===== src/rtl/kb_matrix_emu_if.sv =====
// Key-code handshake bundle between a code source and kb_matrix_emu.
//   KeyCode  : {row[2:0], col[1:0]}, col 3 is an invalid code
//   KeyValid : source has a code on KeyCode
//   KeyReady : emulator can accept a code this clock
// master = code source, slave = emulator.
interface kb_matrix_emu_if;
  logic [4:0] KeyCode;
  logic       KeyValid;
  logic       KeyReady;

  modport master (output KeyCode, output KeyValid, input  KeyReady);
  modport slave  (input  KeyCode, input  KeyValid, output KeyReady);
endinterface


===== src/rtl/kb_matrix_emu.sv =====
// Keypad switch-matrix emulator. Stands in for a physical 8x3 keypad:
// accepts a key code, waits for the scanner's row select to wrap, then holds
// the key closed for HOLD_SCANS scan passes and released for GAP_SCANS passes
// before taking the next code.
//   Clk10M  : clock, rising edge
//   Clr     : synchronous active-low reset
//   De      : scanner row select (0..7), a pass ends when it wraps 7 -> 0
//   key     : code handshake (KeyCode/KeyValid in, KeyReady out)
//   Co      : active-low column lines, col 0 -> Co[1] .. col 2 -> Co[3]
//   Pressed : high while the key is being held
//   Err     : one-clock pulse after an invalid code (col 3) is accepted
module kb_matrix_emu #(
  parameter int unsigned HOLD_SCANS  = 4,
  parameter int unsigned GAP_SCANS   = 2,
  parameter int unsigned BOUNCE_CLKS = 0
) (
  input  logic           Clk10M,
  input  logic           Clr,
  input  logic [2:0]     De,
  kb_matrix_emu_if.slave key,
  output logic [1:3]     Co,
  output logic           Pressed,
  output logic           Err
);

  localparam logic [3:0] HOLD_N   = HOLD_SCANS[3:0];
  localparam logic [3:0] GAP_N    = GAP_SCANS[3:0];
  localparam logic [3:0] BOUNCE_N = BOUNCE_CLKS[3:0];

  typedef enum logic [1:0] {IDLE, ALIGN, PRESS, GAP} state_t;

  state_t     state, state_nxt;
  logic [4:0] code, code_nxt;
  logic [3:0] pass_cnt, pass_nxt;
  logic [3:0] bounce_cnt, bounce_nxt;
  logic       err_nxt;
  logic [2:0] DePrev;
  logic       wrap;
  logic       contact;

  assign wrap = (DePrev == 3'b111) && (De == 3'b000);

  always_comb begin
    state_nxt  = state;
    code_nxt   = code;
    pass_nxt   = pass_cnt;
    bounce_nxt = bounce_cnt;
    err_nxt    = 1'b0;
    unique case (state)
      IDLE: begin
        if (key.KeyValid) begin
          code_nxt = key.KeyCode;
          pass_nxt = '0;
          if (key.KeyCode[1:0] == 2'd3) begin
            err_nxt   = 1'b1;
            state_nxt = GAP;
          end else begin
            state_nxt = ALIGN;
          end
        end
      end
      ALIGN: begin
        if (wrap) begin
          state_nxt  = PRESS;
          pass_nxt   = '0;
          bounce_nxt = '0;
        end
      end
      PRESS: begin
        if (bounce_cnt != BOUNCE_N) bounce_nxt = bounce_cnt + 4'd1;
        if (wrap) begin
          if (pass_cnt + 4'd1 == HOLD_N) begin
            state_nxt = GAP;
            pass_nxt  = '0;
          end else begin
            pass_nxt = pass_cnt + 4'd1;
          end
        end
      end
      GAP: begin
        if (wrap) begin
          if (pass_cnt + 4'd1 == GAP_N) begin
            state_nxt = IDLE;
            pass_nxt  = '0;
          end else begin
            pass_nxt = pass_cnt + 4'd1;
          end
        end
      end
      default: state_nxt = IDLE;
    endcase
  end

  always_ff @(posedge Clk10M) begin
    DePrev <= De;
    if (!Clr) begin
      state      <= IDLE;
      code       <= '0;
      pass_cnt   <= '0;
      bounce_cnt <= '0;
      Err        <= 1'b0;
    end else begin
      state      <= state_nxt;
      code       <= code_nxt;
      pass_cnt   <= pass_nxt;
      bounce_cnt <= bounce_nxt;
      Err        <= err_nxt;
    end
  end

  // The bounce counter starts at 0 and saturates at BOUNCE_N, so "at or above
  // BOUNCE_N" reduces to equality; odd counts below it model an open contact.
  assign contact = (state == PRESS) &&
                   ((bounce_cnt == BOUNCE_N) || !bounce_cnt[0]);

  // Passive matrix: only the selected row can pull its column low.
  always_comb begin
    Co = '1;
    if (contact && (De == code[4:2])) begin
      unique case (code[1:0])
        2'd0:    Co[1] = 1'b0;
        2'd1:    Co[2] = 1'b0;
        2'd2:    Co[3] = 1'b0;
        default: Co    = '1;
      endcase
    end
  end

  assign Pressed      = (state == PRESS);
  assign key.KeyReady = (state == IDLE);

endmodule


===== src/flat_wrapper.sv =====
// flat-port wrapper written by rule: the top's interface ports become plain ports
module kb_matrix_emu_flat 
#(
  parameter int unsigned HOLD_SCANS  = 4,
  parameter int unsigned GAP_SCANS   = 2,
  parameter int unsigned BOUNCE_CLKS = 0
)
  (Clk10M, Clr, De, Co, Pressed, Err, key_KeyCode, key_KeyValid, key_KeyReady);
  kb_matrix_emu_if key_i ();
  input  logic Clk10M;
  input  logic Clr;
  input  logic [2:0] De;
  output logic [1:3] Co;
  output logic Pressed;
  output logic Err;
  input wire logic [$bits(key_i.KeyCode)-1:0] key_KeyCode;
  input wire logic [$bits(key_i.KeyValid)-1:0] key_KeyValid;
  output wire logic [$bits(key_i.KeyReady)-1:0] key_KeyReady;
  assign key_i.KeyCode = key_KeyCode;
  assign key_i.KeyValid = key_KeyValid;
  assign key_KeyReady = key_i.KeyReady;
  kb_matrix_emu #(.HOLD_SCANS(HOLD_SCANS), .GAP_SCANS(GAP_SCANS), .BOUNCE_CLKS(BOUNCE_CLKS)) u_core (.Clk10M(Clk10M), .Clr(Clr), .De(De), .key(key_i), .Co(Co), .Pressed(Pressed), .Err(Err));
endmodule

===== config.mk =====
export PLATFORM = sky130hd
export DESIGN_NAME = kb_matrix_emu_flat
export DESIGN_NICKNAME = d
export VERILOG_FILES = /design/src/rtl/kb_matrix_emu_if.sv /design/src/rtl/kb_matrix_emu.sv /design/src/flat_wrapper.sv
export SDC_FILE = /design/constraint.sdc
export NUM_CORES = 1
export LEC_CHECK = 0
export CAP_MARGIN = 0
export CORE_ASPECT_RATIO = 0.5
export CORE_MARGIN = 2
export CORE_UTILIZATION = 30
export CTS_BUF_LIST = sky130_fd_sc_hd__clkbuf_16
export CTS_CLUSTER_SIZE = 20
export DETAILED_ROUTE_END_ITERATION = 7
export GPL_TIMING_DRIVEN = 0
export PLACE_DENSITY = 0.46
export SYNTH_ARGS = -nofsm -noshare
export SYNTH_HDL_FRONTEND = slang
export SYNTH_SLANG_ARGS = --single-unit

===== constraint.sdc =====
create_clock -name Clk10M -period 2.5 [get_ports Clk10M]
set_input_delay 0.375 -clock Clk10M [delete_from_list [all_inputs] [get_ports Clk10M]]
set_output_delay 0.375 -clock Clk10M [all_outputs]
set_load 0.005 [all_outputs]

==> impl_metrics.env <==
export IMPL_insertion_delay_ns=0.25
export IMPL_wl_mm=2.33
export IMPL_finalHoldViolations=0
export IMPL_die_y_um=46.2
export IMPL_finalClockSkew_ns=0.00308
export IMPL_worstPathRequired_ns=2.12
export IMPL_vias=936
export IMPL_cpPeakStageDelay_ns=0.49
export IMPL_yosysTopAreaCellShare=0.357
export IMPL_hold_depth=2
export IMPL_drv_cap=0
export IMPL_worstMarginPinSlew_ns=0.479
export IMPL_hp_start="u_core.code[3]"
export IMPL_dp_cells=196
export IMPL_cts_root_buf="clkbuf_16"
export IMPL_grt_pass1_vias=805
export IMPL_final_cells=202
export IMPL_wire_per_inst_um=11.5
export IMPL_holdCritPathClass="flip-flop to flip-flop"
export IMPL_crit_type="flip-flop to primary output"
export IMPL_grt_usage=0.128
export IMPL_ctsHtreeMaxLevel=1
export IMPL_avgSynthCellArea_um2=8.26
export IMPL_r2r_end="u_core.state[0]"
export IMPL_power_leakage_nw=0.512
export IMPL_fp_dieArea_um2=4080
export IMPL_reg2reg_from="u_core.state[0]"
export IMPL_drtIter0Drc=43
export IMPL_synthesis_nets=148
export IMPL_final_cell_mix="18 x nand2_1, 18 x dfxtp_1, 15 x clkdlybuf4s50_1, 13 x nand3_1, 11 x nor2_1"
export IMPL_clockBufferDepth=2
export IMPL_numCtsBuffers=3
export IMPL_tritoncts="built"
export IMPL_ys_seq_area_frac=0.357
export IMPL_vdd_ir_drop_max_v=0.000380
export IMPL_drc=0
export IMPL_fin_crit_ns=2.31
export IMPL_ios=17
export IMPL_reg2regPathDepth=7
export IMPL_slowest_stage="clkdlybuf4s50_1"
export IMPL_core_area_um2=3420
export IMPL_crit_chain="inv_2 -> ha_4 -> inv_1 -> nor2_2 -> o2111ai_2 -> nor2_1 -> nand2_1 -> clkdlybuf4s50_1"
export IMPL_die_x_um=88.3
export IMPL_num_antenna_cells=0
export IMPL_final_nets=171
export IMPL_yosysWarnings=0
export IMPL_viasPerCell=4.63
export IMPL_grt_max_degree=11
export IMPL_dp_hpwl_mm=1.72
export IMPL_setup_violations=0
export IMPL_outcome="complete, no violations"
export IMPL_syn2layout_area_growth_pct=33.6
export IMPL_totalPowerFinal_w=0.00119
export IMPL_antenna_found_initial=0
export IMPL_fmax_mhz=433
export IMPL_startpoint_type="flip-flop"
export IMPL_cp_arrival_ns=1.93
export IMPL_antenna_left=0
export IMPL_rows=15
export IMPL_grt_ovfl_total=0
export IMPL_rsz0062_at_grt="false"
export IMPL_synth_cell_types=31
export IMPL_ys_seq_elements=19
export IMPL_clkTransAtPathRegs_ns=0.06
export IMPL_start_util=0.312
export IMPL_synthCells=129
export IMPL_gp_congestion=0.680
export IMPL_yosys_area_top_type="dfxtp_1"
export IMPL_layout_drive_gt1_share=0.0993
export IMPL_synth_area_um2=1070
export IMPL_synth_area_top_cells="dfxtp_1 36%, ha_1 9.4%, nand2_1 6.3%"
export IMPL_holdPathEnd="u_core.code[3]"
export IMPL_finalMaxSlewViolations=0
export IMPL_cp_end_kind="primary output"
export IMPL_finalCritPeriodShare=0.924
export IMPL_rrSetupSlack_ns=0.52
export IMPL_grt_first_pass_wirelength_mm=3.89
export IMPL_cts_sinks=19
export IMPL_port_buffers=16
export IMPL_maxSlewHeadroom=0.681
export IMPL_drt_first_pass_iters=4
export IMPL_cp_max_fo=4
export IMPL_p_per_area_nw_per_um2=837
## layer usage
| metal | vias to the layer above | GRT usage | share of wire | wire length, µm |
|---|---|---|---|---|
| met3 | 2 | 0.0376 | 0.046 | 107 |
| met4 | 0 | 0.0364 | 0.0082 | 19 |
| li1 | 497 | - | - | - |
| met5 | - | 0 | 0 | 0 |
| met2 | 19 | 0.195 | 0.40 | 931 |
| met1 | 418 | 0.177 | 0.55 | 1270 |
## metrics by stage
| step | utilization | cell area (µm²) | hold WS, ns | setup TNS [ns] | setup WS (ns) |
|---|---|---|---|---|---|
| after detailed placement | 0.378 | 1290 | 0.473 | -0.804 | -0.380 |
| after floorplan | - | 1070 | 0.403 | 0 | 0.406 |
| after global placement | 0.378 | 1290 | 0.462 | -0.990 | -0.438 |
| after global routing | 0.417 | 1420 | 0.506 | 0 | 0.0725 |
| after CTS | 0.415 | 1420 | 0.480 | 0 | 0.000931 |
| final | 0.417 | 1420 | 0.476 | 0 | 0.190 |
## cells by family after synthesis
kind of cell,count (synthesis),synth area share
simple gates,58,0.275
compound gates,25,0.176
flops,19,0.357
buf+inv,13,0.0458
fa+ha+maj,8,0.0939
xor+xnor,3,0.0247
mux,3,0.0282
## where the power goes
part	internal, W	switching [W]	leakage [nW]	total, W
logic	0.000214	0.000276	0.314	0.000490
clock network	0.000213	0.000116	0.0423	0.000329
registers	0.000339	0.0000345	0.156	0.000374
total	0.000766	0.000427	0.512	0.00119
## layout make-up
| cell class | count | area (µm²) |
|---|---|---|
| Clock buffer | 3 | 75.1 |
| Fill cell | 354 | 1990 |
| Tap cell | 51 | 63.8 |
| Multi-Input combinational cell | 97 | 669 |
| Inverter | 9 | 33.8 |
| Sequential cell | 19 | 382 |
| Timing Repair Buffer | 19 | 185 |
| Clock inverter | 1 | 3.75 |
| Buffer | 3 | 11.3 |
## timing repair
item,CTS,global route
hold buffers,0,0
pin swaps,1,2
setup endpoints to repair,3,1
cloned,0,0
gates resized for setup,6,3
buffers inserted,3,0
## how the worst max path moves through the flow
stage / start / end / slack, ns / depth (start not counted)
2_1_floorplan: u_core.state[0] / Co[1] / 0.41 / 7
3_3_place_gp: u_core.state[0] / Co[1] / -0.44 / 8
3_5_place_dp: u_core.state[0] / Co[1] / -0.38 / 8
4_1_cts: u_core.state[1] / Co[1] / 0.0009 / 6
5_1_grt: u_core.state[0] / Co[2] / 0.07 / 8
6_report: u_core.state[0] / Co[2] / 0.19 / 8
## cells in the mapped netlist
master and instances:
clkbuf_1 4, or4b_1 1, a21boi_0 6, mux2i_1 3, a21oi_1 3, xnor2_1 3
o21ai_1 1, a21boi_1 2, o32ai_1 1, inv_1 9, or4b_4 1, o211a_1 1
nand2b_1 2, dfxtp_1 19, o2bb2ai_1 1, nand2_4 1, or3_1 2, ha_1 8
a31oi_1 1, nand2_1 18, nor2_1 12, nor4_1 1, nand4b_1 2, nand3_1 13
o2111ai_1 1, o21ai_0 6, a21o_1 1, o32ai_4 1, nor2b_1 1, or4_1 2
nor3_1 2
## worst max-delay path, delay by kind of cell (launching register included)
kind / cells / cell delay (ns)
compound gates: 1 / 0.23
fa+ha+maj: 1 / 0.18
buf+inv: 3 / 0.69
flops: 1 / 0.40
simple gates: 3 / 0.20
## flip-flops by register name, summed over array words and instances, names as in the netlist
signal and flops:
u_core.pass_cnt 4, u_core.bounce_cnt 4, u_core.DePrev 3, u_core.state 2, u_core.code 5, u_core.Err 1
Note: power is estimated with default switching activity, not from simulation.
